$ cat config.mk
export PLATFORM = sky130hd
export DESIGN_NAME = seg7_scan_driver
export DESIGN_NICKNAME = d
export VERILOG_FILES = /design/src/rtl/seg7_scan_driver.sv
export SDC_FILE = /design/constraint.sdc
export NUM_CORES = 1
export LEC_CHECK = 0
export BUFFER_PORTS_ARGS = -buffer_cell sky130_fd_sc_hd__buf_4
export CAP_MARGIN = 10
export CORE_ASPECT_RATIO = 0.6
export CORE_UTILIZATION = 45
export CTS_BUF_LIST = sky130_fd_sc_hd__clkbuf_2
export DETAILED_ROUTE_END_ITERATION = 10
export SYNTH_ARGS = -nofsm -noshare
export SYNTH_HDL_FRONTEND = slang
export SYNTH_SLANG_ARGS = --single-unit
export TNS_END_PERCENT = 10
$ cat constraint.sdc
create_clock -name system_clock -period 4.1 [get_ports system_clock]
set_clock_uncertainty 0.2 [all_clocks]
set_input_delay 0.41 -clock system_clock [delete_from_list [all_inputs] [get_ports system_clock]]
set_output_delay 0.41 -clock system_clock [all_outputs]
set_load 0.02 [all_outputs]
$ cat src/rtl/seg7_scan_driver.sv
// Binary-to-BCD (sequential double dabble) plus 4-digit multiplexed common-anode 7-segment scan.
// Optional build macro SEG7_LEADING_ZERO_BLANK_EN blanks leading zeros of the hundreds/tens digits.
module seg7_scan_driver #(
    parameter logic [15:0] REFRESH_DIV = 16'd50000
) (
    input  logic       system_clock,
    input  logic       system_reset,
    input  logic [8:0] value,
    output logic [3:0] an,
    output logic [6:0] seg,
    output logic       dp,
    output logic       conv_busy
);

    typedef enum logic [1:0] {
        IDLE,
        SHIFT,
        DONE
    } conv_state_e;

    localparam logic [6:0] SEG_BLANK = 7'h7F;

    function automatic logic [6:0] seg_encode(input logic [3:0] digit);
        case (digit)
            4'd0:    return 7'b1000000;
            4'd1:    return 7'b1111001;
            4'd2:    return 7'b0100100;
            4'd3:    return 7'b0110000;
            4'd4:    return 7'b0011001;
            4'd5:    return 7'b0010010;
            4'd6:    return 7'b0000010;
            4'd7:    return 7'b1111000;
            4'd8:    return 7'b0000000;
            4'd9:    return 7'b0010000;
            default: return SEG_BLANK;
        endcase
    endfunction

    function automatic logic [3:0] dabble_adjust(input logic [3:0] nibble);
        return (nibble >= 4'd5) ? nibble + 4'd3 : nibble;
    endfunction

    // Scan datapath
    logic [15:0] presc_q;
    logic        tick;
    logic        scan_on_q;
    logic [1:0]  idx_q;
    logic [1:0]  idx_d;
    logic [3:0]  an_q;
    logic [6:0]  seg_q;
    logic [6:0]  seg_d;
    logic [11:0] shadow_q;
    logic [11:0] disp_q;
    logic [11:0] disp_d;

    // Conversion engine
    conv_state_e state_q;
    logic        first_q;
    logic        busy_q;
    logic [8:0]  bin_q;
    logic [11:0] bcd_q;
    logic [11:0] bcd_adj;
    logic [20:0] dabble_shift;
    logic [3:0]  shift_cnt_q;
    logic        conv_trigger;

    assign tick = (presc_q == REFRESH_DIV - 16'd1);

    assign bcd_adj      = {dabble_adjust(bcd_q[11:8]), dabble_adjust(bcd_q[7:4]), dabble_adjust(bcd_q[3:0])};
    assign dabble_shift = {bcd_adj, bin_q} << 1;

    // A new conversion starts on the tick that moves the scan onto digit 3, so its result
    // is in the shadow registers before the following digit-0 tick commits it.
    assign conv_trigger = first_q || (tick && (idx_d == 2'd3));

    always_comb begin
        // NOTE: every always_comb output gets a default first so no path can infer a latch.
        idx_d  = scan_on_q ? idx_q + 2'd1 : 2'd0;
        disp_d = (idx_d == 2'd0) ? shadow_q : disp_q;
        seg_d  = SEG_BLANK;
        case (idx_d)
            2'd0: seg_d = seg_encode(disp_d[3:0]);
`ifdef SEG7_LEADING_ZERO_BLANK_EN
            2'd1: seg_d = (disp_d[11:4] == 8'd0) ? SEG_BLANK : seg_encode(disp_d[7:4]);
            2'd2: seg_d = (disp_d[11:8] == 4'd0) ? SEG_BLANK : seg_encode(disp_d[11:8]);
`else
            2'd1: seg_d = seg_encode(disp_d[7:4]);
            2'd2: seg_d = seg_encode(disp_d[11:8]);
`endif
            default: seg_d = SEG_BLANK;
        endcase
    end

    always_ff @(posedge system_clock or negedge system_reset) begin
        if (!system_reset) begin
            presc_q   <= 16'd0;
            scan_on_q <= 1'b0;
            idx_q     <= 2'd0;
            an_q      <= 4'b1111;
            seg_q     <= SEG_BLANK;
            disp_q    <= 12'd0;
        end else begin
            // NOTE: sequential state uses non-blocking assignments so all registers update together.
            presc_q <= tick ? 16'd0 : presc_q + 16'd1;
            if (tick) begin
                scan_on_q <= 1'b1;
                idx_q     <= idx_d;
                an_q      <= ~(4'b0001 << idx_d);
                seg_q     <= seg_d;
                disp_q    <= disp_d;
            end
        end
    end

    always_ff @(posedge system_clock or negedge system_reset) begin
        if (!system_reset) begin
            state_q     <= IDLE;
            first_q     <= 1'b1;
            busy_q      <= 1'b0;
            bin_q       <= 9'd0;
            bcd_q       <= 12'd0;
            shift_cnt_q <= 4'd0;
            shadow_q    <= 12'd0;
        end else begin
            first_q <= 1'b0;
            case (state_q)
                IDLE: begin
                    if (conv_trigger) begin
                        bin_q       <= value;
                        bcd_q       <= 12'd0;
                        shift_cnt_q <= 4'd0;
                        busy_q      <= 1'b1;
                        state_q     <= SHIFT;
                    end
                end
                SHIFT: begin
                    {bcd_q, bin_q} <= dabble_shift;
                    shift_cnt_q    <= shift_cnt_q + 4'd1;
                    if (shift_cnt_q == 4'd8) begin
                        state_q <= DONE;
                    end
                end
                DONE: begin
                    shadow_q <= bcd_q;
                    busy_q   <= 1'b0;
                    state_q  <= IDLE;
                end
                default: begin
                    busy_q  <= 1'b0;
                    state_q <= IDLE;
                end
            endcase
        end
    end

    assign an        = an_q;
    assign seg       = seg_q;
    assign dp        = 1'b1;
    assign conv_busy = busy_q;

endmodule
== After elaboration in Yosys (flattened, before gate mapping) ==
Memories as Yosys holds them, arrays and structs flattened.
Cells that the tools add are included.

* Register bits after elaboration: 83
* Memory bits (read-only): 336
* Input port bits: 11
* Output and inout port bits: 13
* Word-level logic and storage cells: 63
* Memories kept: 3

* Add/subtract/negate cells: 6
* Magnitude comparators: 3
* Equal/unequal tests: 9
* Shift-type cells: 1
* Muxes and demuxes: 18
* Bitwise gates (word level): 2
* Reduce and logical (&&, ||, !) cells: 8

{| class="wikitable"
|+ Memories
! memory !! depth !! bits a word !! rd ports !! clocked after Yosys merged registers in !! wr ports !! RTL line !! text
|-
| (no name shown) || 16 || 7 || 1 || 0 || 0 || 24 || <nowiki>case (digit)</nowiki>
|-
| (no name shown) || 16 || 7 || 1 || 0 || 0 || 24 ||
|-
| (no name shown) || 16 || 7 || 1 || 0 || 0 || 24 ||
|}

{| class="wikitable"
|+ Operator list
! kind !! number
|-
| 12-bit two-way mux || 2
|-
| 12-bit one-hot mux with 2 select lines || 1
|-
| 7-bit one-hot mux with 3 select lines || 1
|-
| 9-bit one-hot mux with 2 select lines || 1
|-
| 16-bit by 1-bit adder with 16-bit output (second input constant) || 1
|-
| 16-bit == test (second input constant) || 1
|-
| 16-bit two-way mux || 1
|-
| 4-bit by 3-bit greater-or-equal comparator with 1-bit output (second input constant) || 3
|-
| 4-bit two-way mux || 3
|-
| 9-bit two-way mux || 1
|-
| 4-bit by 2-bit adder with 4-bit output (second input constant) || 2
|-
| 4-bit one-hot mux with 2 select lines || 1
|-
| 2-bit == test (second input constant) || 3
|-
| 2-bit two-way mux || 3
|-
| 2-bit AND reduction || 3
|-
| 4-bit by 1-bit adder with 4-bit output (second input constant) || 1
|-
| 2-bit by 1-bit == test with 1-bit output (second input constant) || 2
|-
| 4-bit == test (second input constant) || 1
|-
| 2-bit zero test || 2
|-
| 2-bit inequality test (second input constant) || 2
|-
| 4-bit inverter || 1
|-
| 2-bit one-hot mux with 2 select lines || 1
|-
| 1-bit by 2-bit left shift with 4-bit output (first input constant) || 1
|-
| 3-bit by 2-bit adder with 3-bit output (second input constant) || 1
|-
| 8 further kinds || 8
|}

== Logic depth before layout (Yosys ltp) ==
Gate-level depths: netlist of run 1.

* Depth after elaboration: 7
* Mapped depth: 12

== Worst setup path before layout of run 1 ==
Ideal clock, no wire load.

* Kind: flip-flop to flip-flop
* Start point: register scan_on_q
* End point: register seg_q[5] (netlist: seg[5])
* Library setup time: 0.083 ns
* Arrival time: 2.771 ns
* Required time: 3.817 ns
* Slack: 1.046 ns
* Stages on the path, launching flop included: 12
* Path buffers: 3
* Path through: dfrtp_1 -> a21boi_2 -> buf_6 -> buf_6 -> buf_2 -> mux2i_1 -> inv_1 -> ha_1 -> or3b_1 -> a31oi_1 -> o21ai_0 -> o32a_1

* Longest elaborated chain between the ends: 5
* Elaborated cells on any way between the ends: 9
* Classes of those cells: eq/ne: 2; mux: 3; reduce/logical: 1; memory: 3

{| class="wikitable"
|+ RTL lines
! element !! RTL line !! text
|-
| start: declaration || 46 || <nowiki>logic scan_on_q;</nowiki>
|-
| start signal: assignment || 97 || <nowiki>scan_on_q <= 1'b0;</nowiki>
|-
| start signal: assignment || 106 || <nowiki>scan_on_q <= 1'b1;</nowiki>
|-
| 2-bit two-way mux || 78 || <nowiki>idx_d = scan_on_q ? idx_q + 2'd1 : 2'd0;</nowiki>
|-
| 2-bit zero test || 79 || <nowiki>disp_d = (idx_d == 2'd0) ? shadow_q : disp_q;</nowiki>
|-
| 12-bit two-way mux || 79 ||
|-
| via disp_d[4] || 54 || <nowiki>logic [11:0] disp_d;</nowiki>
|-
| memory 16 x 7 bit || n/a ||
|-
| 7-bit one-hot mux with 3 select lines || 81 || <nowiki>case (idx_d)</nowiki>
|-
| end signal: assignment || 109 || <nowiki>seg_q <= seg_d;</nowiki>
|-
| end: declaration || 50 || <nowiki>logic [6:0] seg_q;</nowiki>
|}

The timed path passes the listed nets, and every way through them passes these cells.
A chain may end at the register's enable or synchronous reset.

== Final worst setup path of run 1 ==
* Start point: register scan_on_q
* End point: register seg_q[3] (netlist: seg[3])

Same word-level chain as after synthesis.

==> results of run 1 <==
## per-layer routing
metal,vias up,part of all wire [%],track usage (%),wire (um)
li1,1692,-,-,-
met1,1626,52,28.7,5090
met2,53,43,28.2,4130
met3,7,4.3,6.69,419
met4,0,0.63,5.34,61
met5,-,0,0,0
## per-stage QoR
step	hold WS, ns	worst slack [ns]	instance area [sq um]	power, mW
final	0.212	1.17	5120	2.61
after global placement	0.250	1.29	4930	2.20
after CTS	0.192	1.17	5120	2.64
after detailed placement	0.264	1.20	4930	2.23
after global routing	0.223	0.918	5120	2.83
after floorplan	-0.0856	1.05	4650	1.95
## kinds of logic after synthesis
kind of cell,share of synthesized area (%)
buffers and inverters,4.04
adders and majority gates,7.27
AOI/OAI and AO/OA,17.1
and+or+nand+nor,14.5
xor gates and xnor gates,3.58
muxes,8.32
DFF,45.0
other,0.162
## area by class of cell
type | instances | area [sq um] | area share [%]
inverter | 24 | 90.1 | 1.76
multi-input combinational | 336 | 2370 | 46.4
sequential | 83 | 2090 | 40.9
clock inverter | 6 | 42.5 | 0.831
clock buffer | 10 | 50.0 | 0.978
tap | 135 | 169 | 3.30
timing repair buffer | 37 | 303 | 5.91
## sequential cells by signal, summed over array words and instances, names as in the netlist, 2 cells and up
| name | count |
|---|---|
| presc_q | 16 |
| state_q | 2 |
| bin_q | 9 |
| shift_cnt_q | 4 |
| bcd_q | 12 |
| idx_q | 2 |
| an | 4 |
| seg | 7 |
| disp_q | 12 |
| shadow_q | 12 |
## layout by cell type, fill, tap and decap left out, types with 4 or more instances in the layout
| master | n |
|---|---|
| a22o_1 | 9 |
| ha_1 | 27 |
| nor4b_1 | 4 |
| nand2_1 | 48 |
| xnor2_1 | 11 |
| clkbuf_2 | 10 |
| and3_1 | 9 |
| mux2i_1 | 15 |
| xor2_1 | 8 |
| a31o_1 | 8 |
| nand3_1 | 9 |
| nor2_1 | 31 |
| a21o_1 | 7 |
| nor3_1 | 5 |
| nand4_1 | 4 |
| dlygate4sd3_1 | 10 |
| inv_1 | 24 |
| buf_4 | 27 |
| a22oi_1 | 8 |
| o32a_1 | 4 |
| o21ai_0 | 37 |
| dfstp_2 | 12 |
| mux2_2 | 11 |
| a21oi_1 | 16 |
| dfrtp_1 | 71 |
| nand2b_1 | 8 |
| o21ai_1 | 6 |
## power breakdown
group / switching (mW) / internal, mW
Sequential: 0.188 / 0.981
Clock: 0.293 / 0.0817
Combinational: 0.582 / 0.486
Total: 1.06 / 1.55
## worst max-delay path: stages (launching register included)
cell,delay (ns)
dfrtp_1,0.49
a21boi_4,0.26
mux2i_1,0.50
inv_1,0.14
ha_1,0.32
nand2b_1,0.10
a21oi_1,0.06
nor4_1,0.33
o21ai_0,0.14
o32a_1,0.36
## worst min path at each step
stage / start / end / slack, ns / cells past startpoint
floorplan: system_reset / bcd_q[0] / -0.09 / 0
CTS: system_reset / disp_q[6] / 0.19 / 2
detailed placement: an[0] / an[0] / 0.26 / 2
global route: system_reset / bcd_q[0] / 0.22 / 2
global placement: an[0] / an[0] / 0.25 / 2
finish: system_reset / bcd_q[2] / 0.21 / 2
==> flow_summary.toml, run 1 <==
[grt]
antenna_found_initial = 0
grt_max_degree = 58
grt_pass1_vias = 3261
grt_pass1_wl_um = 16400
grt_overflow = 0
grt_use_total_pct = 19.9

[worst_setup_path]
worstSetupPathType = "reg2reg"
reg2reg_slack_ns = 1.17
crit_start = "scan_on_q"
crit_path_end = "seg[3]"
critPathLaunchType = "flip-flop"
rr_startpoint = "scan_on_q"
reg2regPathDepth = 9
path_max_fanout = 6
crit_path_end_kind = "flip-flop"
critPathRequiredTime_ns = 4.39
rr_endpoint = "seg[3]"
arrival_ns = 3.23

[layout]
area_growth_pct = 10.2
fin_cells = 631
layout-drive-gt1-share_pct = 15.3
fill_cells = 925
num_antenna_cells = 0
final_util_pct = 51.5
nNetsFinal = 529

[timing]
slew_headroom_pct = 50.0
fin_tns_setup_ns = 0
fin_crit_ns = 2.93
fin_crit_sh_pct = 71.6
maxSlewViolCount = 0
hold_violations = 0
tightestPinTransition_ns = 0.750
fmax_ghz = 0.341
finalSetupViolCount = 0
rsz0062_at_grt = "false"

[clock_network]
cts_tree = "built"
cts_hold_buf = 10
htree_levels = 3
clock_sinks = 83
path_clk_slew_ns = 0.23
cts_buffer_depth = 2
cts_buffers = 9
post-cts-setup-buffers = 0
clock-root-buffer = "clkbuf_2"
clkLatencyLatePin_ns = 0.57
cts_resized = 0

[drt]
vias = 3378
firstDrtPassIters = 4
drt_wl_total_um = 9700
drc = 0
antenna_left = 0
drt_iter0_markers = 181
via_per_inst = 5.35
wl_per_cell_um = 15.4

[yosys]
synth_sequential_area_ratio_pct = 45.0
ys_warn_count = 0
synthTopCellsByArea = "dfrtp_1 38%, ha_1 7.3%, dfstp_2 6.8%"
syn-cell-area_sq_mm = 0.00465
yosysTopAreaCellShare_pct = 38.2
synth_top_cells_by_count = "71 x dfrtp_1, 48 x nand2_1, 37 x o21ai_0"
synth_edf_count = 0
synth.net_count = 500
synth.most_common_cell = "dfrtp_1"
yosys_register_bits = 83
async_reset_ff_share_pct = 100
synth_top_cell_by_area = "dfrtp_1"
postSynthAreaPerCell_sq_um = 10.1
syn_inst = 462
yosys_most_used_dff = "dfrtp_1"
synth_cell_type_count = 58

[floorplanning]
start_util_pct = 46.7
io_pins = 24
num_rows = 28
die_h_um = 80.7
die_x_um = 133
core_sq_mm = 0.00995
die-area_sq_mm = 0.0107

[min_path]
hp-class = "in2async"

[run]
maxCapViolations = 0

[power_and_ir_drop]
p_leak_nw = 2.32
ir_drop_v = 0.000261
power_density_mw_per_mm2 = 510

[status]
outcome = "finished, final reports clean"

[placed_design]
io_buffer_count = 22
dp_hpwl_um = 6740
dpl.cell_count = 605
place_congestion = 0.819
(Power assumes the default switching activity.)
==> run 2: changes to the inputs <==
--- a/config.mk
+++ b/config.mk
@@ -5,6 +5,7 @@
 export SDC_FILE = /design/constraint.sdc
 export NUM_CORES = 1
 export LEC_CHECK = 0
+export ABC_AREA = 1
 export BUFFER_PORTS_ARGS = -buffer_cell sky130_fd_sc_hd__buf_4
 export CAP_MARGIN = 10
 export CORE_ASPECT_RATIO = 0.6
==> constraint.sdc (replaced) <==
create_clock -name system_clock -period 2.99 [get_ports system_clock]
set_clock_uncertainty 0.2 [all_clocks]
set_input_delay 0.299 -clock system_clock [delete_from_list [all_inputs] [get_ports system_clock]]
set_output_delay 0.299 -clock system_clock [all_outputs]
set_load 0.02 [all_outputs]
==> run 2 against run 1 <==
- maximum frequency grew 20%
- routed wire length grew 6.7%
- total power grew 46%
- cell area rose by 4.6%
- clock power up 98%
- sequential power up 28%
- die area increased by 4.0%
- first-iteration DRC count up 38%
- worst hold slack got worse by 0.021 ns
- via count increased by 17%
- combinational power increased by 47%
- largest cell class unchanged
==> flow_summary.toml, run 2 <==
[status]
outcome = "finished, final reports clean"

[power_and_ir_drop]
p_leak_nw = 2.76
p_total_mw = 3.81
power_density_mw_per_mm2 = 712
ir_drop_v = 0.000344

[placed_design]
io_buffer_count = 22
place_congestion = 0.905
dp_hpwl_um = 7620
dpl.cell_count = 769
pre_cts_slack_ns = 0.555

[layout]
num_antenna_cells = 0
layout_common_cells = "182 x nand2_1, 71 x inv_1, 71 x dfrtp_1"
area_growth_pct = 10.7
final_common_cell = "nand2_1"
top_register = "presc_q"
largest_reg_flops = 16
fin_cells = 795
layout-drive-gt1-share_pct = 13.3
nNetsFinal = 693

[timing]
finalSetupViolCount = 0
fin_crit_ns = 2.45
rsz0062_at_grt = "false"
fmax_ghz = 0.407
fin_tns_setup_ns = 0
setup_ws_ns = 0.536
fin_crit_sh_pct = 82.1
hold_violations = 0
tightestPinTransition_ns = 0.927
slew_headroom_pct = 38.2
maxSlewViolCount = 0

[clock_network]
cts_hold_buf = 10
clock_sinks = 83
cts_tree = "built"
clock-root-buffer = "clkbuf_2"
cts_buffer_depth = 2
cts_resized = 0
post-cts-setup-buffers = 0
cts_buffers = 9
htree_levels = 3
clkLatencyLatePin_ns = 0.54
path_clk_slew_ns = 0.23

[drt]
via_per_inst = 4.96
vias = 3942
drc = 0
antenna_left = 0
drt_iter0_markers = 249
wl_per_cell_um = 13.0
drt_wl_total_um = 10300
firstDrtPassIters = 6

[yosys]
yosys_most_used_dff = "dfrtp_1"
async_reset_ff_share_pct = 100
syn-cell-area_sq_mm = 0.00484
synth_cell_type_count = 38
synth.net_count = 661
synth_top_cell_by_area = "dfrtp_1"
yosys_register_bits = 83
synth_top_cells_by_count = "182 x nand2_1, 71 x dfrtp_1, 71 x inv_1"
syn_inst = 623
synth_edf_count = 0
synth.most_common_cell = "nand2_1"
yosysTopAreaCellShare_pct = 36.7
synth_sequential_area_ratio_pct = 43.2
synthTopCellsByArea = "dfrtp_1 37%, nand2_1 14%, ha_1 7.0%"
ys_warn_count = 0
postSynthAreaPerCell_sq_um = 7.76

[worst_setup_path]
critPathLaunchType = "flip-flop"
critPathRequiredTime_ns = 3.28
arrival_ns = 2.75
crit_path_end_kind = "flip-flop"
worstSetupPathType = "reg2reg"
path_max_fanout = 18

[grt]
grtUsageMet2_pct = 30.8
grt_use_total_pct = 20.6
met1_usage_pct = 30.4
grt_overflow = 0
grt_pass1_vias = 3719
antenna_found_initial = 0
grt_max_degree = 75
use_met3_pct = 4.40
grt_pass1_wl_um = 17800
top_usage_layer = "met2"

[min_path]
hp-class = "in2async"

[floorplanning]
io_pins = 24
die-area_sq_mm = 0.0112
start_util_pct = 47.6
die_x_um = 136
die_h_um = 82.3
num_rows = 28
core_sq_mm = 0.0102

[run]
maxCapViolations = 0
-- run 2: final timing paths --
kind                       depth (start not counted)           to  slack, ns          from
max                                               12       seg[1]       0.54     scan_on_q
min                                                2  presc_q[15]       0.19  system_reset
max reg2reg                                       12       seg[1]       0.54     scan_on_q
min reg2reg                                        1   presc_q[0]       0.28    presc_q[0]
max in group asynchronous                          3        an[1]       1.60  system_reset
min in group system_clock                          1   presc_q[0]       0.28    presc_q[0]
-- run 2: where the power goes --
group / leakage [nW] / switching, mW / internal, mW / total, mW
clock network: 0.0933 / 0.383 / 0.358 / 0.741
logic: 1.62 / 1.00 / 0.571 / 1.57
registers: 1.05 / 0.149 / 1.35 / 1.50
total: 2.76 / 1.53 / 2.28 / 3.81
-- run 2: critical path, stage by stage (launching register included) --
cell and delay, ns:
dfrtp_1 0.47, inv_2 0.07, a21oi_4 0.44, nand2_1 0.10
nand2_1 0.17, inv_1 0.11, ha_1 0.28, nand3b_1 0.13
nand2_1 0.07, a21oi_1 0.17, nand3_1 0.11, nand2_1 0.07
inv_1 0.03
-- run 2: per-stage QoR --
step                      cell area, sq um  hold WS (ns)  util (%)
final                                 5360         0.191      52.7
after global routing                  5360         0.248      52.7
after CTS                             5360         0.190      52.7
after detailed placement              5100         0.263      50.2
after global placement                5100         0.255      50.2
after floorplan                       4840        -0.197         -
-- run 2: layer usage --
| metal | wire [um] | vias to the layer above |
|---|---|---|
| met3 | 421 | 9 |
| met2 | 4220 | 64 |
| met1 | 5650 | 1830 |
| li1 | - | 2039 |
| met5 | 0 | - |
| met4 | 64 | 0 |
-- run 2: cell families (layout without fill, tap and decap cells) --
family | Yosys count | count (layout) | share of synthesized area, %
buf+inv | 94 | 131 | 8.25
fa+ha+maj | 27 | 27 | 6.98
compound gates | 80 | 80 | 9.16
flops | 83 | 83 | 43.2
xor+xnor | 11 | 11 | 1.99
simple gates | 326 | 326 | 30.2
other cells | 2 | 2 | 0.155
-- run 2: layout make-up --
class	count	area, sq um
clock buffers	10	50.0
well taps	135	169
repair buffers	37	303
multi-input cells	446	2350
fillers	998	4800
inverters	78	293
flip-flops and latches	83	2090
clock inverters	6	104
